$ cat src/rtl/vend_controller.sv
// Vending controller: accumulates coin credit against a latched product
// price, drives the dispenser handshake, and refunds change, cancelled
// credit or timed-out credit through a one-cycle change strobe.
//
// state    | meaning
// ---------+-------------------------------------------------------------
// IDLE     | no credit held, waiting for the first coin
// COLLECT  | credit below latched price, collecting coins, timeout active
// DISPENSE | credit covers price, dispense_req held until dispense_done
// CHANGE   | single cycle presenting the refund on change_amount
module vend_controller #(
  parameter int TIMEOUT_CYCLES = 255
) (
  input  logic       clk,
  input  logic       rst_n,
  input  logic       coin_valid,
  input  logic [3:0] coin_value,
  input  logic [3:0] coffee_price,
  input  logic       cancel,
  input  logic       dispense_done,
  output logic       dispense_req,
  output logic       change_valid,
  output logic [4:0] change_amount,
  output logic       coin_reject,
  output logic       LED_yellow,
  output logic       LED_green,
  output logic [4:0] sum_out
);

  localparam logic [1:0] IDLE     = 2'd0;
  localparam logic [1:0] COLLECT  = 2'd1;
  localparam logic [1:0] DISPENSE = 2'd2;
  localparam logic [1:0] CHANGE   = 2'd3;

  // Reloaded with N-1 so the terminal count is hit after N idle cycles.
  localparam logic [15:0] TIMER_LOAD = 16'(TIMEOUT_CYCLES - 1);

  logic [1:0]  state_q, state_nxt;
  logic [4:0]  sum_q, sum_nxt;
  logic [3:0]  price_q, price_nxt;
  logic [15:0] timer_q, timer_nxt;
  logic        reject_nxt;
  logic        chg_nxt;
  logic [4:0]  amt_nxt;

  logic        coin_ok;
  logic [4:0]  sum_add;
  logic [4:0]  change_diff;

  // A zero-valued coin strobe is treated as no coin at all.
  assign coin_ok     = coin_valid && (coin_value != 4'd0);
  assign sum_add     = sum_q + {1'b0, coin_value};
  assign change_diff = sum_q - {1'b0, price_q};
  assign sum_out     = sum_q;

  // Next-state, credit, timer and strobe decisions.
  always_comb begin
    state_nxt  = state_q;
    sum_nxt    = sum_q;
    price_nxt  = price_q;
    timer_nxt  = timer_q;
    reject_nxt = 1'b0;
    chg_nxt    = 1'b0;
    amt_nxt    = 5'd0;
    case (state_q)
      IDLE: begin
        if (coin_ok) begin
          if (coffee_price == 4'd0) begin
            reject_nxt = 1'b1;
          end else begin
            sum_nxt   = {1'b0, coin_value};
            price_nxt = coffee_price;
            timer_nxt = TIMER_LOAD;
            state_nxt = (coin_value >= coffee_price) ? DISPENSE : COLLECT;
          end
        end
      end
      COLLECT: begin
        if (cancel) begin
          // Cancel takes priority and refunds any coin arriving with it.
          sum_nxt   = coin_ok ? sum_add : sum_q;
          chg_nxt   = 1'b1;
          amt_nxt   = coin_ok ? sum_add : sum_q;
          state_nxt = CHANGE;
        end else if (coin_ok) begin
          sum_nxt   = sum_add;
          timer_nxt = TIMER_LOAD;
          if (sum_add >= {1'b0, price_q}) state_nxt = DISPENSE;
        end else if (timer_q == 16'd0) begin
          chg_nxt   = 1'b1;
          amt_nxt   = sum_q;
          state_nxt = CHANGE;
        end else begin
          timer_nxt = timer_q - 16'd1;
        end
      end
      DISPENSE: begin
        reject_nxt = coin_ok;
        if (dispense_done) begin
          if (change_diff != 5'd0) begin
            chg_nxt   = 1'b1;
            amt_nxt   = change_diff;
            state_nxt = CHANGE;
          end else begin
            sum_nxt   = 5'd0;
            state_nxt = IDLE;
          end
        end
      end
      CHANGE: begin
        reject_nxt = coin_ok;
        sum_nxt    = 5'd0;
        state_nxt  = IDLE;
      end
      default: begin
        sum_nxt   = 5'd0;
        state_nxt = IDLE;
      end
    endcase
  end

  // State, credit and registered outputs; outputs follow the new state.
  always_ff @(posedge clk) begin
    if (!rst_n) begin
      state_q       <= IDLE;
      sum_q         <= 5'd0;
      price_q       <= 4'd0;
      timer_q       <= 16'd0;
      dispense_req  <= 1'b0;
      change_valid  <= 1'b0;
      change_amount <= 5'd0;
      coin_reject   <= 1'b0;
      LED_yellow    <= 1'b0;
      LED_green     <= 1'b0;
    end else begin
      state_q       <= state_nxt;
      sum_q         <= sum_nxt;
      price_q       <= price_nxt;
      timer_q       <= timer_nxt;
      dispense_req  <= (state_nxt == DISPENSE);
      change_valid  <= chg_nxt;
      change_amount <= amt_nxt;
      coin_reject   <= reject_nxt;
      LED_yellow    <= (state_nxt == COLLECT);
      LED_green     <= (state_nxt == DISPENSE);
    end
  end

endmodule

$ cat config.mk
export PLATFORM = sky130hd
export DESIGN_NAME = vend_controller
export DESIGN_NICKNAME = d
export VERILOG_FILES = /design/src/rtl/vend_controller.sv
export SDC_FILE = /design/constraint.sdc
export NUM_CORES = 1
export LEC_CHECK = 0
export ABC_AREA = 1
export CORE_MARGIN = 2
export CORE_UTILIZATION = 60
export CTS_CLUSTER_SIZE = 8
export DETAILED_ROUTE_END_ITERATION = 12
export PLACE_DENSITY = 0.91
export SETUP_SLACK_MARGIN = 0.15
export SLEW_MARGIN = 30
export SYNTH_ARGS = -nofsm -noshare
export SYNTH_HDL_FRONTEND = slang
export SYNTH_SLANG_ARGS = --single-unit
export TNS_END_PERCENT = 20
$ cat constraint.sdc
create_clock -name clk -period 7.3 [get_ports clk]
set_input_delay 1.46 -clock clk [delete_from_list [all_inputs] [get_ports clk]]
set_output_delay 1.46 -clock clk [all_outputs]
set_load 0.005 [all_outputs]
Word level (Yosys, flattened, before mapping):

Index checks and enable logic that the tools add are counted.
W data, S select, Z words.

* flip-flop bits (word level): 36
* bits in latches: 0
* RAM bits: 0
* bits in read-only memories: 0
* input port bits: 13
* output and inout bits: 15
* word-level logic and storage cells: 74
* memories kept: 0

* add/sub/neg operators: 3
* multipliers: 0
* div/mod/pow operators: 0
* order comparisons: 2
* equal/unequal tests: 11
* shifts and indexed selects: 0
* multiplexer cells: 37
* bitwise gates (word level): 1
* reductions and logical operators: 11

Operators by type and width (number)
* $mux W16: 5
* $mux W5: 10
* $pmux W16 S2: 1
* $pmux W5 S4: 1
* $mux W2: 9
* $logic_not A16 Y1: 1
* $sub A16 B1 Y16 const B: 1
* $ne A2 B2 Y1 const B: 5
* $pmux W5 S2: 1
* $pmux W2 S4: 1
* $mux W1: 7
* $eq A2 B2 Y1 const B: 3
* $add A5 B4 Y5: 1
* $ge A5 B4 Y1: 1
* $reduce_and A5 Y1: 1
* $reduce_bool A5 Y1: 1
* $sub A5 B4 Y5: 1
* $eq A2 B1 Y1 const B: 2
* $ge A4 B4 Y1: 1
* $logic_not A4 Y1: 1
* $pmux W1 S2: 2
* $reduce_and A4 Y1: 1
* $reduce_bool A4 Y1: 1
* $ne A3 B3 Y1 const B: 1
* other kinds (6): 6

Logic depth before layout (Yosys ltp):

Gate-level depths: netlist of run 1.

* word-level depth: 7
* depth in mapped cells: 17
* mapped depth without buffers: 17

Worst setup path before layout of run 1:

Ideal clock, no wire load.

* path type: in2reg
* start: in coin_value[0]
* end: reg LED_green
* library setup time: 111 ps
* data arrival time: 3195 ps
* required time: 7189 ps
* path slack: 3994 ps
* stages on the path: 16
* path buffers: 0
* cell sequence: ha_1 -> fa_1 -> or2_2 -> nand2_1 -> inv_1 -> ha_1 -> nand2_1 -> nand2_1 -> nand2_1 -> nand2_1 -> nand2_1 -> nand2_1 -> nand2_1 -> nand3_1 -> nand2_1 -> nor2_1

* longest elaborated chain between the ends: 7
* elaborated cells between the ends (all ways): 13
* classes of those cells: 1 x add/sub; 2 x order compare; 1 x eq/ne; 7 x mux; 2 x reduce/logical

Ends and longest elaborated chain
* start, declared: line 17 `input logic [3:0] coin_value,`
* $add A5 B4 Y5: line 52 `assign sum_add = sum_q + {1'b0, coin_value};`
* $ge A5 B4 Y1: line 88 `if (sum_add >= {1'b0, price_q}) state_nxt = DISPENSE;`
* $mux W2: line 88
* $mux W2: line 85 `end else if (coin_ok) begin`
* $mux W2: line 79 `if (cancel) begin`
* $pmux W2 S4 *: line 65 `case (state_q)`
* $eq A2 B2 Y1 *: line 145 `LED_green <= (state_nxt == DISPENSE);`
* end signal, assigned: line 145
* end, declared: line 26 `output logic LED_green,`

Mark *: on every way between the ends. The rest lies on a longest branch, timed or not.
A chain may end at the register's enable or synchronous reset.

Worst setup path in the final report of run 1:

Same ends and word-level chain as after synthesis.

==> impl_metrics.json, run 1 <==
{
  "clock_latency_ps": 290,
  "core-area_mm2": 0.004294,
  "hold_slack_ps": 487.0,
  "ant_nets": 0,
  "power.density_mw_per_mm2": 395.3,
  "cp_top_family": "simple AND/OR/NAND/NOR gates",
  "wl_per_cell_um": 14.28,
  "syn-cell-area_mm2": 0.002649,
  "crit_path_start_kind": "input port",
  "hp-start": "timer_q[0]$_SDFFE_PN0P_",
  "synth_nets": 442,
  "r2r_slack_ps": 4810,
  "finalMaxSlewViolations": 0,
  "rows": 24,
  "ir_worst_vdd_v": 0.0001971,
  "synth-seq-area-share": 0.2721,
  "hpwl_um": 4939,
  "fin_area_mm2": 0.003012,
  "cts_made_buffers": 5,
  "root_buffer": "clkbuf_8",
  "nNetsFinal": 467,
  "whs_path_depth": 2,
  "path_depth": 17,
  "relSlewSlack": 0.6118,
  "first_iter_violations": 280,
  "grt-ovfl-total": 0,
  "postCtsSetupBuffers": 0,
  "hold_path_class": "reg2reg",
  "cpMostUsedCell": "nand2_1",
  "die_h_um": 70.44,
  "routed_wl_um": 6897,
  "synth_warnings": 0,
  "netlist_instances": 405,
  "grt_max_degree": 21,
  "synth.top_cell.area_share": 0.2721,
  "synth.largest_area_cell": "dfxtp_1",
  "grt_pass1_wl_um": 11670,
  "synth-seq-cells": 36,
  "final_util": 0.7013,
  "crit_arrival_ps": 4020,
  "drive_gt1_frac": 0.06497,
  "p_leak_uw": 0.001409,
  "post_layout_nonfiller_instances": 483,
  "grt_antenna_before_repair": 0,
  "ctsResizeCount": 0,
  "grtUsageTotal": 0.2929,
  "tns_ps": 0,
  "gp_congestion": 0.9253,
  "fin_skew_ps": 11.22,
  "crit_chain": "clkdlybuf4s50_1 > ha_1 > fa_1 > or2_2 > nand2_1 > inv_1 > ha_1 > nand2_1 > nand2_1 > nand2_1 > nand2_1 > nand2_1 > nand2_1 > nand2_1 > nand3_1 > nand2_1 > nor2_1",
  "clkSinkCount": 36,
  "setup_violations": 0,
  "diodes": 0,
  "start_util": 0.6168,
  "ys.flop_type": "dfxtp_1",
  "reg2regPathDepth": 16,
  "final_hold_viol_count": 0,
  "syn_to_final_growth_pct": 13.70,
  "dr.pass1.iters": 8,
  "avgSynthCellArea_um2": 6.540,
  "timing.rr.end": "LED_green$_SDFF_PN0_",
  "min_to": "timer_q[0]$_SDFFE_PN0P_",
  "status": "finished clean",
  "tightest_slew_ps": 581.6,
  "tritoncts": "done",
  "die-area_mm2": 0.004962,
  "cap_violations": 0,
  "place_area_mm2": 0.002918,
  "clockBufferDepth": 2,
  "timing.final.crit_share": 0.5208,
  "max_freq_mhz": 263.0,
  "grt_pass1_vias": 2678,
  "fin_crit_ps": 3802,
  "htreeDepth": 2,
  "dp_cells": 475,
  "synth_edf_count": 0,
  "io_buffer_count": 27,
  "ioPinCount": 28,
  "drc_errors": 0,
  "critPathSlowestCell": "clkdlybuf4s50_1",
  "cp_slowest_stage_delay_ps": 460,
  "grt_setup_unrepaired": "false",
  "vias": 2806,
  "detail_route.vias_per_cell": 5.810,
  "cts_hold_buf": 0,
  "crit_type": "in2reg",
  "yosys-top-cells-area": "dfxtp_1 27%, nand2_1 14%, ha_1 10%",
  "critPathBufInv": 2,
  "synth.distinct_cells": 36,
  "synthArstFlopShare": 0,
  "clkTransAtPathRegs_ps": 80,
  "critPathMaxFanout": 4,
  "rr_startpoint": "sum_out[0]$_SDFFE_PN0P_",
  "end_kind": "flop",
  "cp.required_ps": 7520,
  "die_x_um": 70.44
}
==> cell usage after synthesis (2+ instances only) <==
master	number
nor2_1	59
a21boi_0	2
a211oi_1	2
nand2_4	2
xor2_1	7
dfxtp_1	36
buf_6	2
a21oi_1	28
inv_1	47
nand3_2	2
clkbuf_1	3
nand2_1	99
ha_1	22
or2_2	5
o21ai_0	23
a21oi_2	2
nor2_2	3
fa_1	2
o21ai_1	2
nand3_1	27
nand2_2	4
nand4_1	7
a22o_1	2
nor3_1	4
buf_2	2
==> cells in the final DEF, fill, tap and decap left out, types with 7 or more instances in the layout <==
cell type / count
nand2_1: 99
nor2_1: 59
inv_1: 47
dfxtp_1: 36
a21oi_1: 28
nand3_1: 27
clkdlybuf4s50_1: 27
o21ai_0: 23
ha_1: 22
nand4_1: 7
xor2_1: 7
==> sequential cells by signal, indices dropped and copies added (netlist names) <==
name	flops
timer_q	16
change_amount	5
sum_out	5
price_q	4
state_q	2
LED_green	1
LED_yellow	1
change_valid	1
coin_reject	1
==> worst max path at each step <==
stage,startpoint,endpoint,slack [ps]
2_1_floorplan,coin_value[0],LED_green$_SDFF_PN0_,3990
3_3_place_gp,coin_value[0],LED_green$_SDFF_PN0_,3390
3_5_place_dp,coin_value[0],LED_green$_SDFF_PN0_,3300
4_1_cts,coin_value[0],LED_green$_SDFF_PN0_,3560
5_1_grt,coin_value[0],LED_green$_SDFF_PN0_,3350
6_report,coin_value[0],LED_green$_SDFF_PN0_,3500
==> final cells by class <==
class / instances / area (um2)
Clock buffer: 7 / 86.33
Clock inverter: 1 / 7.507
Fill cell: 370 / 1282
Inverter: 49 / 186.4
Multi-Input combinational cell: 311 / 1675
Sequential cell: 36 / 720.7
Tap cell: 52 / 65.06
Timing Repair Buffer: 27 / 270.3
==> power by group <==
group,switching [uW],internal (uW)
clock network,77.0,76.8
logic,470,265
registers,55.0,247
total,602,589
==> routing by layer <==
layer	track usage	wire length, um
met5	0	0
met4	0.1410	238
met3	0.06926	649
met2	0.4518	3074
met1	0.3830	2934
==> tightest hold or removal path: cells and delay by family (launching register included) <==
kind	cells	cell delay, ps
flip-flops	1	330
AND/OR/NAND/NOR	1	60
AO/OA/AOI/OAI	1	50
==> logic make-up after synthesis <==
logic type                 count (synthesis)  synth area share
buffers and inverters                     58           0.09542
DFF                                       36            0.2721
adders and majority gates                 24            0.1190
AOI/OAI and AO/OA                         64            0.1337
xor gates and xnor gates                   8           0.02645
and+or+nand+nor                          215            0.3533
==> metrics by stage <==
step	setup slack, ps	power, uW
CTS	3559	1162
finish	3498	1190
global placement	3388	971.3
global route	3353	1292
detailed placement	3305	998.0
floorplan	3994	836.7
Power figures use the tool's default switching activity.
==> inputs of run 2 (changes only) <==
CORE_UTILIZATION = 57   (was 60)
PLACE_DENSITY = 0.87   (was 0.91)
clock period = 3.9 ns   (was 7.3 ns; I/O delays follow)
==> run 2 against run 1 <==
Total power grew 93%. Wire length is 1.2% lower. Cell area up 1.1%. Combinational power up 85%. Utilization down 1.2 points. Die area rose by 5.0%. Final cell count is the same. Clock skew is 7.5 ps lower.
==> impl_metrics.json, run 2 (synthesized netlist as in run 1, its figures left out) <==
{
  "clock_latency_ps": 300,
  "grtUsageMet3": 0.06667,
  "multi_input_area_mm2": 0.001675,
  "crit_chain": "clkdlybuf4s50_1 > ha_1 > fa_1 > or2_2 > nand2_1 > inv_1 > ha_1 > nand2_1 > nand2_1 > nand2_1 > nand2_1 > nand2_1 > nand2_1 > nand2_1 > nand3_1 > nand2_1 > nor2_1",
  "place_area_mm2": 0.002918,
  "root_buffer": "clkbuf_8",
  "clockBufferDepth": 2,
  "crit_path_start_kind": "input port",
  "cp_slowest_stage_delay_ps": 460,
  "nFillCells": 383,
  "grt_setup_unrepaired": "false",
  "status": "finished clean",
  "tritoncts": "done",
  "met1_usage": 0.3568,
  "use_met2": 0.4332,
  "io_buffer_count": 27,
  "tns_ps": 0,
  "crit_arrival_ps": 3340,
  "hold_slack_ps": 491.5,
  "gp_congestion": 0.9426,
  "final_cell_mix": "99 x nand2_1, 59 x nor2_1, 47 x inv_1",
  "clkTransAtPathRegs_ps": 80,
  "tightest_slew_ps": 589.6,
  "final_hold_viol_count": 0,
  "fin_skew_ps": 3.728,
  "postCtsSetupBuffers": 0,
  "cap_violations": 0,
  "fin_area_mm2": 0.003044,
  "relSlewSlack": 0.6065,
  "ir_worst_vdd_v": 0.0003840,
  "drc_errors": 0,
  "htreeDepth": 2,
  "p_leak_uw": 0.001429,
  "cts_made_buffers": 5,
  "grt_pass1_wl_um": 11160,
  "timing.final.crit_share": 0.8083,
  "core-area_mm2": 0.004414,
  "grt_pass1_vias": 2504,
  "wl_per_cell_um": 14.11,
  "die_h_um": 72.17,
  "hpwl_um": 4988,
  "vias": 2732,
  "crit_type": "in2reg",
  "ctsResizeCount": 0,
  "critPathMaxFanout": 4,
  "power.density_mw_per_mm2": 752.7,
  "critPathSlowestCell": "clkdlybuf4s50_1",
  "grt_max_degree": 21,
  "hold_path_class": "reg2reg",
  "cts_hold_buf": 0,
  "syn_to_final_growth_pct": 14.93,
  "ioPinCount": 28,
  "finalMaxSlewViolations": 0,
  "grt_antenna_before_repair": 0,
  "diodes": 0,
  "drive_gt1_frac": 0.06729,
  "die_x_um": 72.17,
  "ant_nets": 0,
  "routed_wl_um": 6815,
  "end_kind": "flop",
  "setup_violations": 0,
  "max_flop_register": "timer_q",
  "start_util": 0.6001,
  "cpMostUsedCell": "nand2_1",
  "nNetsFinal": 467,
  "grtUsageTotal": 0.2726,
  "largest_register_ffs": 16,
  "rows": 24,
  "fin_crit_ps": 3152,
  "dr.pass1.iters": 5,
  "grt-ovfl-total": 0,
  "die-area_mm2": 0.005209,
  "max_freq_mhz": 317.2,
  "clkSinkCount": 36,
  "detail_route.vias_per_cell": 5.656,
  "final_common_cell": "nand2_1",
  "cp.required_ps": 4090,
  "first_iter_violations": 200,
  "seqCellArea_um2": 720.7,
  "busiest_layer": "met2"
}
-- run 2: cell type report --
cell class	instances	area share
clock inverter	1	0.009864
multi-input combinational	311	0.5504
clock buffer	7	0.03165
timing repair buffer	27	0.08878
sequential	36	0.2367
tap	52	0.02137
inverter	49	0.06124
-- run 2: where the power goes --
group / switching, uW / total (uW) / leakage, uW / internal [uW]
logic: 866 / 1360 / 0.00107 / 493
registers: 100 / 563 / 0.000295 / 463
clock network: 144 / 369 / 0.0000645 / 226
-- run 2: final timing paths --
kind	start	to	depth (start not counted)	slack, ps
hold / removal	timer_q[0]$_SDFFE_PN0P_	timer_q[0]$_SDFFE_PN0P_	2	490
setup / recovery	coin_value[0]	LED_green$_SDFF_PN0_	17	750
setup reg to reg	sum_out[0]$_SDFFE_PN0P_	LED_green$_SDFF_PN0_	16	1380
hold reg to reg	timer_q[0]$_SDFFE_PN0P_	timer_q[0]$_SDFFE_PN0P_	2	490
-- run 2: through the flow --
step	power (uW)	util	setup slack, ps	cells
after floorplan	1566	-	1274	405
after global placement	1826	0.6610	663.7	475
after detailed placement	1867	0.6610	580.6	475
after CTS	2262	0.6896	797.6	483
after global routing	2481	0.6896	569.4	483
final	2291	0.6896	747.7	483
-- run 2: critical path, delay by kind of cell --
family	cells	cell delay [ps]
simple gates	12	1140
buf+inv	2	500
fa+ha+maj	3	900
-- run 2: layer usage --
layer	vias to the layer above	routed length (um)
li1	1355	-
met1	1228	2935
met2	130	3096
met3	19	619
met4	0	164
met5	-	0
